--- src/rtl/uart_defs.vh ---
// Shared UART definitions used by both the RX and TX paths.
//   UART_DATA_W         : width of one UART character in bits
//   UART_RX_FIFO_DEPTH  : default receive FIFO depth in bytes (power of two)
//   UART_RX_FIFO_ADDR_W : log2 of the default receive FIFO depth
`ifndef UART_DEFS_VH
`define UART_DEFS_VH
`define UART_DATA_W         8
`define UART_RX_FIFO_DEPTH  64
`define UART_RX_FIFO_ADDR_W 6
`endif

--- src/rtl/uart_rx_buffer_pkg.sv ---
// Package for the UART receive buffer.
// Holds the data width and default FIFO geometry (taken from uart_defs.vh so
// the TX path sees the same numbers) and the capture-stage record type.
package uart_rx_buffer_pkg;
  `include "uart_defs.vh"

  localparam int DATA_W         = `UART_DATA_W;
  localparam int RX_FIFO_DEPTH  = `UART_RX_FIFO_DEPTH;
  localparam int RX_FIFO_ADDR_W = `UART_RX_FIFO_ADDR_W;

  // One byte sitting between rxReady edge detection and the FIFO write port.
  // valid is only set for bytes that arrived without a framing error.
  typedef struct packed {
    logic              valid;
    logic [DATA_W-1:0] data;
  } rx_cap_t;
endpackage

--- src/rtl/uart_rx_buffer_if.sv ---
// Interface bundling every non-clock/reset signal of uart_rx_buffer.
//   slave  modport : the buffer (takes receiver/consumer inputs, drives status)
//   master modport : the environment (UART receiver + consumer side)
//
// Strobe semantics: rxReady is a level-or-pulse indication; only its rising
// edge is a write event, and rxData/rxError are sampled in that cycle. rd is a
// request with no backpressure: it is honoured when empty=0 and silently
// ignored when empty=1. A honoured rd produces dataValid=1 for exactly one
// cycle, one cycle later, with data carrying the popped byte; data keeps that
// value until the next pop.
interface uart_rx_buffer_if #(
  parameter int ADDR_W = uart_rx_buffer_pkg::RX_FIFO_ADDR_W
);
  logic                                  rxReady;
  logic [uart_rx_buffer_pkg::DATA_W-1:0] rxData;
  logic                                  rxError;
  logic                                  rd;
  logic                                  clrFlags;
  logic [uart_rx_buffer_pkg::DATA_W-1:0] data;
  logic                                  dataValid;
  logic                                  empty;
  logic                                  full;
  logic [ADDR_W:0]                       count;
  logic                                  overflow;
  logic                                  frameErr;

  modport slave (
    input  rxReady, rxData, rxError, rd, clrFlags,
    output data, dataValid, empty, full, count, overflow, frameErr
  );

  modport master (
    output rxReady, rxData, rxError, rd, clrFlags,
    input  data, dataValid, empty, full, count, overflow, frameErr
  );
endinterface

--- src/rtl/uart_rx_fifo.sv ---
// Byte FIFO storage for the UART receive buffer.
// Ports:
//   clk, rst       : clock, asynchronous active-low reset
//   i_push         : write i_push_data this edge (already qualified by caller)
//   i_pop          : advance read pointer this edge (already qualified)
//   o_pop_data     : byte at the read pointer (combinational read)
//   o_empty/o_full : registered occupancy flags
//   o_count        : registered number of stored bytes
// The caller guarantees i_push is never set when full without i_pop, and i_pop
// is never set when empty, so this block does no protection of its own.
module uart_rx_fifo
  import uart_rx_buffer_pkg::*;
#(
  parameter int DEPTH  = RX_FIFO_DEPTH,
  parameter int ADDR_W = RX_FIFO_ADDR_W
) (
  input  logic              clk,
  input  logic              rst,
  input  logic              i_push,
  input  logic [DATA_W-1:0] i_push_data,
  input  logic              i_pop,
  output logic [DATA_W-1:0] o_pop_data,
  output logic              o_empty,
  output logic              o_full,
  output logic [ADDR_W:0]   o_count
);
  localparam logic [ADDR_W:0] FULL_COUNT = (ADDR_W + 1)'(DEPTH);

  // Array contents are never reset so the storage maps onto RAM.
  logic [DATA_W-1:0] r_mem [DEPTH];
  logic [ADDR_W-1:0] r_wptr;
  logic [ADDR_W-1:0] r_rptr;
  logic [ADDR_W:0]   r_count;
  logic              r_empty;
  logic              r_full;
  logic [ADDR_W:0]   w_count_next;

  always_comb begin
    w_count_next = r_count;
    case ({i_push, i_pop})
      2'b10:   w_count_next = r_count + (ADDR_W + 1)'(1);
      2'b01:   w_count_next = r_count - (ADDR_W + 1)'(1);
      default: w_count_next = r_count;
    endcase
  end

  always_ff @(posedge clk) begin
    if (i_push) begin
      r_mem[r_wptr] <= i_push_data;
    end
  end

  // Pointers are exactly ADDR_W bits, so DEPTH-1 + 1 wraps to 0 by itself.
  // Flags are computed from the next count so they never lag by a cycle.
  always_ff @(posedge clk or negedge rst) begin
    if (!rst) begin
      r_wptr  <= '0;
      r_rptr  <= '0;
      r_count <= '0;
      r_empty <= 1'b1;
      r_full  <= 1'b0;
    end else begin
      if (i_push) r_wptr <= r_wptr + ADDR_W'(1);
      if (i_pop)  r_rptr <= r_rptr + ADDR_W'(1);
      r_count <= w_count_next;
      r_empty <= (w_count_next == '0);
      r_full  <= (w_count_next == FULL_COUNT);
    end
  end

  // When full with push and pop together, wptr == rptr: the read here sees the
  // old (oldest) byte, the new byte lands in that slot at the edge.
  assign o_pop_data = r_mem[r_rptr];
  assign o_empty    = r_empty;
  assign o_full     = r_full;
  assign o_count    = r_count;
endmodule

--- src/rtl/uart_rx_buffer.sv ---
// UART receive buffer: turns rxReady rising edges into FIFO writes, keeps
// sticky overflow / framing-error flags, and returns bytes to a consumer on rd.
// Ports:
//   clk      : sole clock, rising edge
//   rst      : asynchronous active-low reset
//   bus      : uart_rx_buffer_if.slave (rxReady, rxData, rxError, rd,
//              clrFlags in; data, dataValid, empty, full, count, overflow,
//              frameErr out)
// Parameters: DEPTH (power of two, 4..256) and ADDR_W = log2(DEPTH).
//
// Write path: edge detect -> one-cycle capture register -> FIFO write. A byte
// is therefore counted one edge after its rxReady rising edge is sampled.
module uart_rx_buffer #(
  parameter int DEPTH  = uart_rx_buffer_pkg::RX_FIFO_DEPTH,
  parameter int ADDR_W = uart_rx_buffer_pkg::RX_FIFO_ADDR_W
) (
  input  logic            clk,
  input  logic            rst,
  uart_rx_buffer_if.slave bus
);
  import uart_rx_buffer_pkg::*;

  logic              r_rx_prev;
  rx_cap_t           r_cap;
  logic [DATA_W-1:0] r_data;
  logic              r_data_valid;
  logic              r_overflow;
  logic              r_frame_err;

  logic              w_wr_evt;
  logic              w_pop;
  logic              w_push;
  logic              w_drop;
  logic              w_bad_byte;
  logic [DATA_W-1:0] w_pop_data;
  logic              w_empty;
  logic              w_full;
  logic [ADDR_W:0]   w_count;

  // r_rx_prev resets to 0, so rxReady already high when reset releases is
  // seen as a fresh rising edge on the first clock.
  assign w_wr_evt   = bus.rxReady & ~r_rx_prev;
  assign w_bad_byte = w_wr_evt & bus.rxError;

  // Pop only when something is stored; a pop frees a slot, so a full FIFO
  // still accepts the captured byte in the same cycle.
  assign w_pop  = bus.rd & ~w_empty;
  assign w_push = r_cap.valid & (~w_full | w_pop);
  assign w_drop = r_cap.valid & ~w_push;

  always_ff @(posedge clk or negedge rst) begin
    if (!rst) begin
      r_rx_prev    <= 1'b0;
      r_cap        <= '0;
      r_data       <= '0;
      r_data_valid <= 1'b0;
      r_overflow   <= 1'b0;
      r_frame_err  <= 1'b0;
    end else begin
      r_rx_prev  <= bus.rxReady;
      r_cap.valid <= w_wr_evt & ~bus.rxError;
      if (w_wr_evt) begin
        r_cap.data <= bus.rxData;
      end

      r_data_valid <= w_pop;
      if (w_pop) begin
        r_data <= w_pop_data;
      end

      // A setting event in the same cycle as clrFlags keeps the flag set.
      if (w_drop) begin
        r_overflow <= 1'b1;
      end else if (bus.clrFlags) begin
        r_overflow <= 1'b0;
      end

      if (w_bad_byte) begin
        r_frame_err <= 1'b1;
      end else if (bus.clrFlags) begin
        r_frame_err <= 1'b0;
      end
    end
  end

  uart_rx_fifo #(
    .DEPTH  (DEPTH),
    .ADDR_W (ADDR_W)
  ) u_fifo (
    .clk         (clk),
    .rst         (rst),
    .i_push      (w_push),
    .i_push_data (r_cap.data),
    .i_pop       (w_pop),
    .o_pop_data  (w_pop_data),
    .o_empty     (w_empty),
    .o_full      (w_full),
    .o_count     (w_count)
  );

  assign bus.data      = r_data;
  assign bus.dataValid = r_data_valid;
  assign bus.empty     = w_empty;
  assign bus.full      = w_full;
  assign bus.count     = w_count;
  assign bus.overflow  = r_overflow;
  assign bus.frameErr  = r_frame_err;
endmodule
--- src/flat_wrapper.sv ---
// flat-port wrapper written by rule: the top's interface ports become plain ports
module uart_rx_buffer_flat import uart_rx_buffer_pkg::*;
#(
  parameter int DEPTH  = uart_rx_buffer_pkg::RX_FIFO_DEPTH,
  parameter int ADDR_W = uart_rx_buffer_pkg::RX_FIFO_ADDR_W
)
  (clk, rst, bus_rxReady, bus_rxData, bus_rxError, bus_rd, bus_clrFlags, bus_data, bus_dataValid, bus_empty, bus_full, bus_count, bus_overflow, bus_frameErr);
  uart_rx_buffer_if #(.ADDR_W(ADDR_W)) bus_i ();
  input  logic clk;
  input  logic rst;
  input wire logic [$bits(bus_i.rxReady)-1:0] bus_rxReady;
  input wire logic [$bits(bus_i.rxData)-1:0] bus_rxData;
  input wire logic [$bits(bus_i.rxError)-1:0] bus_rxError;
  input wire logic [$bits(bus_i.rd)-1:0] bus_rd;
  input wire logic [$bits(bus_i.clrFlags)-1:0] bus_clrFlags;
  output wire logic [$bits(bus_i.data)-1:0] bus_data;
  output wire logic [$bits(bus_i.dataValid)-1:0] bus_dataValid;
  output wire logic [$bits(bus_i.empty)-1:0] bus_empty;
  output wire logic [$bits(bus_i.full)-1:0] bus_full;
  output wire logic [$bits(bus_i.count)-1:0] bus_count;
  output wire logic [$bits(bus_i.overflow)-1:0] bus_overflow;
  output wire logic [$bits(bus_i.frameErr)-1:0] bus_frameErr;
  assign bus_i.rxReady = bus_rxReady;
  assign bus_i.rxData = bus_rxData;
  assign bus_i.rxError = bus_rxError;
  assign bus_i.rd = bus_rd;
  assign bus_i.clrFlags = bus_clrFlags;
  assign bus_data = bus_i.data;
  assign bus_dataValid = bus_i.dataValid;
  assign bus_empty = bus_i.empty;
  assign bus_full = bus_i.full;
  assign bus_count = bus_i.count;
  assign bus_overflow = bus_i.overflow;
  assign bus_frameErr = bus_i.frameErr;
  uart_rx_buffer #(.DEPTH(DEPTH), .ADDR_W(ADDR_W)) u_core (.clk(clk), .rst(rst), .bus(bus_i));
endmodule
--- config.mk ---
export PLATFORM = sky130hd
export DESIGN_NAME = uart_rx_buffer_flat
export DESIGN_NICKNAME = d
export VERILOG_FILES = /design/src/rtl/uart_rx_buffer_pkg.sv /design/src/rtl/uart_rx_buffer_if.sv /design/src/rtl/uart_rx_fifo.sv /design/src/rtl/uart_rx_buffer.sv /design/src/flat_wrapper.sv
export VERILOG_INCLUDE_DIRS = /design/src /design/src/rtl
export SDC_FILE = /design/constraint.sdc
export NUM_CORES = 1
export LEC_CHECK = 0
export ABC_AREA = 1
export CAP_MARGIN = 10
export CORE_MARGIN = 4
export CORE_UTILIZATION = 40
export DETAILED_ROUTE_END_ITERATION = 16
export HOLD_SLACK_MARGIN = 0.08
export PLACE_DENSITY_LB_ADDON = 0.15
export SETUP_SLACK_MARGIN = 0.5
export SYNTH_ARGS = -nofsm -noshare
export SYNTH_HDL_FRONTEND = slang
export SYNTH_HIERARCHICAL = 1
export SYNTH_SLANG_ARGS = --single-unit
--- constraint.sdc ---
create_clock -name clk -period 3 [get_ports clk]
set_input_delay 0.45 -clock clk [delete_from_list [all_inputs] [get_ports clk]]
set_output_delay 0.45 -clock clk [all_outputs]
set_load 0.02 [all_outputs]
* Word level (Yosys, flattened, before mapping)
Memory sizes are Yosys's and may differ from the RTL's. A register that Yosys moved wholly into a read port is not among the register bits.
Index checks and enable logic that the tools add are counted.
** Operators by class
- Add/sub/neg operators :: 4
- $mul :: 0
- Div/mod/pow operators :: 0
- Order comparisons :: 0
- Equal/unequal tests :: 3
- Shifts and indexed selects :: 0
- Muxes and demuxes :: 6
- Bitwise gates (word level) :: 12
- Reductions and logical operators :: 4
** Operators with widths (count)
- one-hot mux 7 bit (2 select lines) :: 1
- adder 6 x 1 -> 6 bit, second input constant :: 2
- adder 7 x 1 -> 7 bit, second input constant :: 1
- equality test 7 bit, second input constant :: 1
- zero test 7 bit :: 1
- subtractor 7 x 1 -> 7 bit, second input constant :: 1
- AND 1 bit :: 6
- two-way mux 1 bit :: 5
- inverter 1 bit :: 5
- nonzero test 2 bit :: 2
- equality test 2 x 1 -> 1 bit, second input constant :: 1
- equality test 2 bit, second input constant :: 1
- zero test 1 bit :: 1
- bitwise OR 1 bit :: 1
** Storage, ports and cells
- Bits in registers :: 34
- Bits in latches :: 0
- Bits in writable memories :: 512
- Memory bits (read-only) :: 0
- Word-level logic and storage cells :: 41
- Memories :: 1
** Memory list
- u_core.u_fifo.r_mem :: depth 64, width 8, read ports 1, clocked after memory_dff 1, write ports 1, RTL line uart_rx_fifo.sv:30 : logic [DATA_W-1:0] r_mem [DEPTH];

* Depth between registers and ports, before layout
Gate-level depths: netlist of run 1.
- Word-level depth :: 7
- Depth in mapped cells :: 20

* Hierarchy
The synthesis of run 1 kept the hierarchy.
** By module, submodules not included
- uart_rx_fifo :: instances 1, cells each 1823, area each 21947.3 µm², sequential area each 15901.5 µm²
- uart_rx_buffer :: instances 1, cells each 85, area each 815.8 µm², sequential area each 525.5 µm²

* Worst setup path after synthesis of run 1
No wires, ideal clock.
- Path type :: register -> register
- From :: reg u_core.u_fifo.r_empty, in the netlist u_core/u_fifo/o_empty
- To :: reg u_core.u_fifo.r_empty, in the netlist u_core/u_fifo/o_empty
- Data arrival time :: 2.416 ns
- Data required time :: 2.933 ns
- Slack :: 0.517 ns
- Cell stages (with the launch flop) :: 18
- Path buffers :: 2
- Clock period less this slack :: 2.483 ns
- Path through :: dfstp_2 -> inv_1 -> nand2_2 -> buf_6 -> a21boi_2 -> inv_1 -> ha_1 -> buf_4 -> xor2_1 -> ha_1 -> nand2_1 -> nand2_1 -> or2_1 -> nor2_1 -> nand3_1 -> nor2_1 -> nand2_1 -> nor2_1
** On the way
- Longest elaborated chain between the ends :: 7
- Elaborated cells on any way between the ends :: 8
** Ends and longest elaborated chain
- start: declaration :: RTL line uart_rx_fifo.sv:34 : logic r_empty;
- start signal: assignment :: RTL line uart_rx_fifo.sv:66 : r_empty <= (w_count_next == '0);
- inverter 1 bit (*) :: RTL line uart_rx_buffer.sv:47 : assign w_pop = bus.rd & ~w_empty;
- AND 1 bit (*) :: RTL line uart_rx_buffer.sv:47
- bitwise OR 1 bit (*) :: RTL line uart_rx_buffer.sv:48 : assign w_push = r_cap.valid & (~w_full | w_pop);
- AND 1 bit (*) :: RTL line uart_rx_buffer.sv:48
- net u_core.w_push :: RTL line uart_rx_buffer.sv:32 : logic w_push;
- equality test 2 x 1 -> 1 bit / equality test 2 bit (equally long branches) :: RTL line uart_rx_fifo.sv:40 : case ({i_push, i_pop})
- one-hot mux 7 bit (2 select lines) (*) :: RTL line uart_rx_fifo.sv:40
- net u_core.u_fifo.w_count_next[1] :: RTL line uart_rx_fifo.sv:36 : logic [ADDR_W:0] w_count_next;
- zero test 7 bit (*) :: RTL line uart_rx_fifo.sv:66
The timed path passes the listed nets; every way through them passes the cells marked *.
A chain may end at the register's enable or synchronous reset.

==> impl_metrics.toml, run 1 <==
[global_routing]
track_usage_pct = 19.88
grt_pass1_wl_mm = 91.75
grt_overflow = 0
antenna_found_initial = 0
grt_max_degree = 118
use_met2_pct = 31.48
met3_usage_pct = 3.047
grt_pass1_vias = 14739
top_usage_layer = "met2"
grtUsageMet1_pct = 28.33

[hold_path]
min_path_type = "in2reg"
whs_endpoint = "u_core/r_cap[3]"
min_path_cells = 3
holdCritStartpoint = "bus_rxData[3]"

[setup_path]
end_kind = "register"
arrival_ns = 2.94
reg2reg_slack_ns = 0.57
required_ns = 3.51
r2r-start = "u_core/u_fifo/r_rptr[0]"
r2r.worst_path.cells = 11
cp_max_fo = 117
critPathKind = "reg2reg"
critPathLaunchType = "register"
r2r-end = "u_core/bus.data[4]"

[final_layout]
nets = 2033
fin_area_sq_mm = 0.02634
utilization_pct = 46.72
drive_gt1_share_pct = 10.81
area_growth_pct = 15.73

[sta]
final-max-slew-violation-count = 0
skew_ns = 0.03010
period_needed_ns = 2.430
tightest_slew_ns = 0.9321
max_slew_margin_pct = 37.86
final_hold_viol_count = 0
fin_setup_tns_ns = 0
period_share_pct = 80.99
fmaxAchievable_ghz = 0.4116
setup_viol = 0
rsz0062_at_grt = "true"

[clocking]
cts_tree = "yes"
path_clk_slew_ns = 0.06
cts_buffers = 58
htree_levels = 2
cts_root_buf = "clkbuf_16"
clk_latency_ns = 0.62
clock_path_buffers = 3
numClockSinks = 554

[placement]
dp_hpwl_mm = 36.92
place_congestion = 0.8983
io_buffers = 33
dpl_cell_area_sq_mm = 0.02454

[floorplanning]
dieArea_sq_mm = 0.06079
io_pins = 34
core.rowCount = 87
die_x_um = 246.6
initial_core_util_pct = 40.37
core-area_sq_mm = 0.05639
die_h_um = 246.6

[power_and_ir_drop]
p_switching_mw = 9.072
pwr-share-comb_pct = 34.4
clkPwrFrac_pct = 27.1
irDropWorstVdd_mv = 0.5516
power.internal_mw = 15.19
p_leak_nw = 9.158
seqPwrFrac_pct = 38.5
swShare_pct = 37.40
power_density_mw_per_mm2 = 920.8
power_mw = 24.26

[logic_synthesis]
syn_area_sq_mm = 0.02276
synthesis.area_per_instance_sq_um = 11.93
async_flop_share_pct = 7.581
netlist_top_cells_area = "edfxtp_1, nor2_1, o21ai_0"
synth_top_area_cell = "edfxtp_1"
synth.distinct_cells = 32
synth_edf_count = 512
seq_area_frac_synth_pct = 72.17
syn_nets = 1927
ys_warn_count = 6
synth_common_cells = "edfxtp_1, nor2_1, o21ai_0"
synth_seq_cells = 554
synth_most_common_cell = "edfxtp_1"
syn_inst = 1908
synthFlopType = "edfxtp_1"
synth_top_area_share_pct = 67.54

[detailed_routing]
via_count = 14901
drtIter0Drc = 1277
dr.pass1.iters = 5
wl_mm = 60.66
drc = 0
antenna_left = 0
via_per_inst = 5.303
routedWlPerCell_um = 21.59

[job]
maxCapViolCount = 0

[outcome]
status = "finished clean"
state kept, by name, summed over array words and instances (netlist names):
register / flops
u_core/bus.data: 8
u_core/u_fifo/r_wptr: 6
u_core/u_fifo/r_mem: 512
u_core/u_fifo/o_full: 1
u_core/bus.overflow: 1
u_core/r_cap: 9
u_core/u_fifo/o_empty: 1
u_core/bus.dataValid: 1
u_core/bus.frameErr: 1
u_core/r_rx_prev: 1
u_core/u_fifo/o_count: 7
u_core/u_fifo/r_rptr: 6
cells by family after synthesis:
group,synth area share (%)
AO/OA/AOI/OAI,9.718
XOR/XNOR,0.5387
adder cells (fa/ha/maj),0.2748
buffers and inverters,3.793
flip-flops,72.17
AND/OR/NAND/NOR,13.51
worst max-delay path: stages, from the launching register on:
cell      delay, ns
dfrtp_4        0.57
buf_16         0.29
nor2_1         0.17
nor2_1         0.04
o21ai_0        0.08
o21ai_0        0.14
o211ai_1       0.32
nand2_1        0.18
nand3_1        0.19
nand2_1        0.13
nand2_1        0.10
nand2_1        0.05
power groups by stage:
stage,registers [mW],clock network (mW),logic [mW]
after floorplan,9.45,0,5.16
after global placement,9.48,0,8.21
after detailed placement,9.47,0,8.23
after CTS,9.32,6.77,8.26
after global routing,9.38,7.09,9.15
final,9.33,6.57,8.35
layer usage:
metal	part of all wire, %	up-vias
li1	-	6965
met4	3.4	0
met2	46	518
met1	45	7309
met3	6.0	109
met5	0	-
final cells by class:
class,count,area (sq um)
tap,756,945.9
inverter,57,221.5
multi-input combinational,1188,5493
fill,5210,30040
clock inverter,27,172.7
clock buffer,72,1546
sequential,554,16440
antenna,1,2.502
timing repair buffer,155,1518
metrics by stage:
| stage | cells | hold slack (ns) | setup WS [ns] |
|---|---|---|---|
| 2_1_floorplan | 1908 | 0.1544 | 0.5168 |
| 3_3_place_gp | 2707 | 0.4688 | 0.1788 |
| 3_5_place_dp | 2707 | 0.4639 | 0.1755 |
| 4_1_cts | 2807 | 0.3469 | 0.5627 |
| 5_1_grt | 2809 | 0.3752 | 0.4963 |
| 6_report | 2810 | 0.3859 | 0.5702 |
how the worst max path moves through the flow:
stage | start | endpoint | slack, ns | cells after the start
floorplan | u_core/u_fifo/o_empty | u_core/u_fifo/o_empty | 0.52 | 17
global placement | bus_rd | u_core/u_fifo/o_empty | 0.18 | 15
detailed placement | bus_rd | u_core/u_fifo/o_empty | 0.18 | 15
CTS | u_core/u_fifo/o_empty | u_core/u_fifo/o_empty | 0.56 | 15
global route | u_core/u_fifo/o_empty | u_core/u_fifo/o_empty | 0.50 | 15
finish | u_core/u_fifo/r_rptr[0] | u_core/bus.data[4] | 0.57 | 11
cells in the final DEF, fill, tap and decap left out, types with 8 or more instances in the layout:
cell	synthesis	routed
edfxtp_1	512	512
nor2_1	432	431
o21ai_0	258	258
nand2_1	231	230
buf_4	6	100
nand3_1	81	80
o211ai_1	68	68
clkbuf_16	0	61
inv_1	52	52
clkdlybuf4s50_1	0	32
dfrtp_1	41	31
o22ai_1	31	31
a21oi_1	28	28
buf_12	1	17
clkinv_1	0	15
o21ai_1	13	13
clkbuf_1	38	12
xor2_1	12	11
nand3b_1	11	11
clkinv_2	0	8
dfrtp_2	0	8
repair_timing:
| action | CTS | global route |
|---|---|---|
| hold buffers | 1 | 0 |
| endpoints found under the hold margin | 28 | 0 |
| gates resized for setup | 0 | 8 |
| buffers inserted | 0 | 1 |
| endpoints found under the setup margin | 0 | 7 |
Power figures use the tool's default switching activity.
==> inputs of run 2 (changes only) <==
- clock period: 3 -> 2.5 ns (I/O delays scaled with it)
==> run 2 against run 1 <==
First-iteration DRC count rose by 25%. Clock power grew 19%. Die area unchanged. Cell area is 8.6% higher. Largest power group is now combinational cells. Sequential power is 19% higher.
==> impl_metrics.toml, run 2 (same netlist as run 1, synthesis figures left out) <==
[outcome]
status = "finished clean"

[setup_path]
cpPeakStageDelay_ns = 0.51
worstPathCellList = "buf_12 -> buf_6 -> buf_16 -> nor2_4 -> nor2_1 -> o21ai_1 -> o21ai_2 -> o211ai_1 -> nand2_1 -> nand3_2 -> nand2_2 -> nand2_2 -> nand2_2"
cp_max_fo = 8
crit_top_cell = "nand2_2"
crit_slowest_cell = "dfrtp_4"
critPathKind = "reg2reg"
required_ns = 3.01
end_kind = "register"
reg2reg_slack_ns = 0.16
critPathLaunchType = "register"
arrival_ns = 2.85

[sta]
fin_setup_tns_ns = 0
rsz0062_at_grt = "true"
fmaxAchievable_ghz = 0.4276
whs_ns = 0.3116
period_needed_ns = 2.338
max_slew_margin_pct = 37.92
final_hold_viol_count = 0
tightest_slew_ns = 0.9302
setup_viol = 0
period_share_pct = 93.54
skew_ns = 0.02466
final-max-slew-violation-count = 0
setup_ws_ns = 0.1615

[global_routing]
track_usage_pct = 21.15
grt_pass1_vias = 15008
grt_max_degree = 66
grt_overflow = 0
antenna_found_initial = 1
grt_pass1_wl_mm = 96.53

[detailed_routing]
drtIter0Drc = 1601
antenna_left = 0
routedWlPerCell_um = 23.06
wl_mm = 66.86
drc = 0
dr.pass1.iters = 5
via_per_inst = 5.419
via_count = 15710

[clocking]
cts_tree = "yes"
clk_latency_ns = 0.63
cts_buffers = 57
numClockSinks = 554
htree_levels = 2
cts_root_buf = "clkbuf_16"
path_clk_slew_ns = 0.06
clock_path_buffers = 3

[final_layout]
layoutNonFillerInstCount = 2899
top_regs = "u_core/u_fifo/r_mem: 512 flops, u_core/r_cap: 9 flops, u_core/bus.data: 8 flops"
multiInputGateArea_sq_mm = 0.006202
insertedDiodeCount = 0
largest-register = "u_core/u_fifo/r_mem"
final_cell_mix = "edfxtp_1, nor2_1, nand2_1, o21ai_0, buf_4"
largest_register_ffs = 512
drive_gt1_share_pct = 22.07
nFillCells = 4991
area_growth_pct = 25.64
fin_area_sq_mm = 0.02860
regArea_sq_mm = 0.01645
final_common_cell = "edfxtp_1"
nets = 2117

[power_and_ir_drop]
power_density_mw_per_mm2 = 1172
p_switching_mw = 12.74
pwr-share-comb_pct = 43.5
seqPwrFrac_pct = 33.1
swShare_pct = 38.02
irDropWorstVdd_mv = 0.6717
p_leak_nw = 10.13
clkPwrFrac_pct = 23.4
power.internal_mw = 20.77

[floorplanning]
io_pins = 34
die_x_um = 246.6
dieArea_sq_mm = 0.06079
die_h_um = 246.6
initial_core_util_pct = 40.37
core.rowCount = 87
core-area_sq_mm = 0.05639

[placement]
dp_hpwl_mm = 38.01
place_congestion = 0.8614
dpl_cell_area_sq_mm = 0.02493
io_buffers = 33
pre_cts_slack_ns = -0.1509
dpl.cell_count = 2725

[job]
maxCapViolCount = 0

[hold_path]
min_path_type = "in2reg"
## run 2: final cells by class
cell class / instances / share of cell area, %
clock buffers: 79 / 5.346
clock inverters: 25 / 0.5950
inverters: 57 / 0.8488
multi-input cells: 1188 / 21.69
flip-flops and latches: 554 / 57.51
well taps: 756 / 3.308
repair buffers: 239 / 10.67
repair inverters: 1 / 0.03938
## run 2: final timing paths
kind | cells past startpoint | endpoint | from
max | 13 | u_core/bus.data[4] | u_core/u_fifo/r_rptr[0]
max reg2reg | 13 | u_core/bus.data[4] | u_core/u_fifo/r_rptr[0]
min reg2reg | 2 | u_core/bus.data[3] | u_core/bus.data[3]
min in group asynchronous | 3 | u_core/u_fifo/o_count[2] | rst
max in group asynchronous | 3 | u_core/u_fifo/r_rptr[1] | rst
min | 3 | u_core/r_cap[4] | bus_rxData[4]
## run 2: critical path: cells and delay by family (launching register included)
family          cells  cell delay, ns
compound gates      3            0.68
buf+inv             3            0.44
simple gates        7            0.58
flops               1            0.51
## run 2: metrics by stage
step / util [%] / total power [mW]
global route: 50.72 / 35.06
floorplan: - / 17.59
global placement: 44.21 / 21.85
CTS: 48.76 / 31.63
detailed placement: 44.21 / 21.88
finish: 50.72 / 33.51
## run 2: power by group through the flow
| stage | combinational (mW) | clock [mW] | sequential, mW |
|---|---|---|---|
| floorplan | 6.26 | 0 | 11.3 |
| global placement | 10.6 | 0 | 11.3 |
| detailed placement | 10.6 | 0 | 11.3 |
| CTS | 12.6 | 8.01 | 11.1 |
| global route | 15.5 | 8.42 | 11.1 |
| finish | 14.6 | 7.85 | 11.1 |
## run 2: per-layer routing
| layer | GRT usage, % | wire length [um] | vias to the layer above |
|---|---|---|---|
| met3 | 2.612 | 3444 | 95 |
| met5 | 0 | 0 | - |
| met1 | 30.19 | 30000 | 7934 |
| li1 | - | - | 7175 |
| met4 | 6.391 | 1895 | 0 |
| met2 | 34.12 | 31520 | 506 |
## run 2: timing repair
item                                    in CTS  in global routing
hold buffers                                 1                  0
gates cloned                                12                 17
buffers inserted                            24                 16
endpoints found under the hold margin       41                  0
gates resized for setup                    118                203
endpoints found under the setup margin     258                340
pin swaps                                   46                101
==> inputs of run 3 (changes only) <==
- CAP_MARGIN: 10 -> not set
- CORE_ASPECT_RATIO: not set -> 0.9
==> run 3 against run 2 <==
Cell area fell by 1.6%. Total power fell by 4.7%. Global-route usage fell by 0.32 points. Die area barely moved. Worst setup slack improved by 0.058 ns. First-iteration DRC count fell by 6.6%. Combinational power fell by 16%. Hold slack got worse by 0.050 ns. Sequential cell count did not move. Via count fell by 1.3%. Critical path type unchanged. Register-to-register slack improved by 0.06 ns. Utilization fell by 0.48 points.
==> impl_metrics.toml, run 3 (same netlist as run 1, synthesis figures left out) <==
[sta]
tightest_slew_ns = 0.8608
max_slew_margin_pct = 42.61
final_hold_viol_count = 0
rsz0062_at_grt = "true"
period_needed_ns = 2.280
setup_viol = 0
period_share_pct = 91.21
skew_ns = 0.02104
final-max-slew-violation-count = 0
fin_setup_tns_ns = 0
fmaxAchievable_ghz = 0.4386

[global_routing]
grt_pass1_wl_mm = 95.33
grt_max_degree = 67
grt_pass1_vias = 14689
top_usage_layer = "met2"
use_met2_pct = 32.19
antenna_found_initial = 1
grt_overflow = 0
track_usage_pct = 20.83
met3_usage_pct = 2.861
grtUsageMet1_pct = 31.29

[floorplanning]
io_pins = 34
die_x_um = 259.5
die_h_um = 234.3
dieArea_sq_mm = 0.06079
initial_core_util_pct = 40.63
core-area_sq_mm = 0.05602
core.rowCount = 82

[clocking]
cts_root_buf = "clkbuf_16"
numClockSinks = 554
path_clk_slew_ns = 0.06
cts_tree = "yes"
clock_path_buffers = 3
htree_levels = 2
cts_buffers = 57
clk_latency_ns = 0.61

[power_and_ir_drop]
irDropWorstVdd_mv = 0.6241
power_density_mw_per_mm2 = 1135
p_leak_nw = 9.861
power_mw = 31.94

[final_layout]
utilization_pct = 50.24
area_growth_pct = 23.63
largest-register = "u_core/u_fifo/r_mem"
insertedDiodeCount = 0
largest_register_ffs = 512
drive_gt1_share_pct = 19.00
nets = 2078
top_regs = "u_core/u_fifo/r_mem: 512 flops, u_core/r_cap: 9 flops, u_core/bus.data: 8 flops"
final_common_cell = "edfxtp_1"
final_cell_mix = "edfxtp_1, nor2_1, o21ai_0, nand2_1, buf_4"

[outcome]
status = "finished clean"

[hold_path]
min_path_type = "in2async"

[setup_path]
required_ns = 3.04
r2r.worst_path.cells = 15
critPathLaunchType = "register"
critPathKind = "reg2reg"
end_kind = "register"
arrival_ns = 2.82
cp_max_fo = 3

[detailed_routing]
wl_mm = 64.59
routedWlPerCell_um = 22.58
antenna_left = 0
via_per_inst = 5.421
dr.pass1.iters = 6
drtIter0Drc = 1495
via_count = 15509
drc = 0

[placement]
io_buffers = 33
place_congestion = 0.9653
dp_hpwl_mm = 38.37

[job]
maxCapViolCount = 0
[run 3: cell count changes in the layout (fill, tap and decap cells not counted), moves of 9 or more]
cell       before  now
nand2_2        25   14
buf_6          23   42
buf_4         115   73
nand3_2        33   18
o21ai_0       170  227
nand3_1        47   62
o21ai_1        86   38
nor2_4         22   47
clkbuf_1       20   10
nand2_1       203  213
o21ai_2        15    6
nor2_2         39   15
clkbuf_16      71   62
[run 3: worst max-delay path, cell delays in order, from the launching register on]
cell and delay, ns:
dfstp_2 0.54, inv_2 0.04, nand2_4 0.07, a21boi_4 0.07, inv_2 0.08, ha_4 0.20
xor2_4 0.19, ha_4 0.22, nand2_2 0.05, nand2_2 0.05, or2_1 0.20, nor2_1 0.12
nand3_1 0.08, nor2_1 0.11, nand2_1 0.08, nor2_1 0.10
[run 3: power breakdown]
part	switching, mW	total [mW]	internal [mW]
Sequential	0.487	11.1	10.7
Combinational	7.96	12.3	4.34
Clock	3.53	8.50	4.98
[run 3: worst paths after layout]
kind | start | end | slack, ns
min in group clk | bus_rxData[2] | u_core/r_cap[2] | 0.32
min | rst | u_core/bus.data[3] | 0.26
max in group asynchronous | rst | u_core/u_fifo/o_empty | 1.58
min reg2reg | u_core/bus.overflow | u_core/bus.overflow | 0.48
max reg2reg | u_core/u_fifo/o_empty | u_core/u_fifo/o_empty | 0.22
max | u_core/u_fifo/o_empty | u_core/u_fifo/o_empty | 0.22
[run 3: per-stage QoR]
| stage | hold slack [ns] | instance area, sq um | setup slack (ns) | instances |
|---|---|---|---|---|
| 6_report | 0.2612 | 28140 | 0.2198 | 2861 |
| 2_1_floorplan | 0.07941 | 22930 | 0.1048 | 1908 |
| 3_5_place_dp | 0.3526 | 24930 | -0.1767 | 2723 |
| 3_3_place_gp | 0.3481 | 24930 | -0.2173 | 2723 |
| 4_1_cts | 0.2283 | 27340 | 0.2117 | 2852 |
| 5_1_grt | 0.2736 | 28140 | 0.08618 | 2861 |
[run 3: final cells by class]
class,instances,area (sq um)
tap,756,945.9
timing repair inverter,1,8.758
fill,4919,27880
clock inverter,34,324.1
sequential,554,16450
timing repair buffer,200,2451
inverter,57,247.7
multi-input combinational,1188,6176
clock buffer,71,1541
[run 3: what timing repair did]
action                                  CTS  global route
setup buffers                            16             6
endpoints found under the setup margin   71           354
endpoints found under the hold margin    16             0
resized for setup                        96           177
hold buffers                              1             0
gates cloned                              7             3
pin swaps                                41            22
[run 3: routing by layer]
metal / vias up / share of wire (%)
met5: - / 0.020
met4: 2 / 2.3
met3: 98 / 6.6
met2: 557 / 45
met1: 7752 / 46
li1: 7100 / -
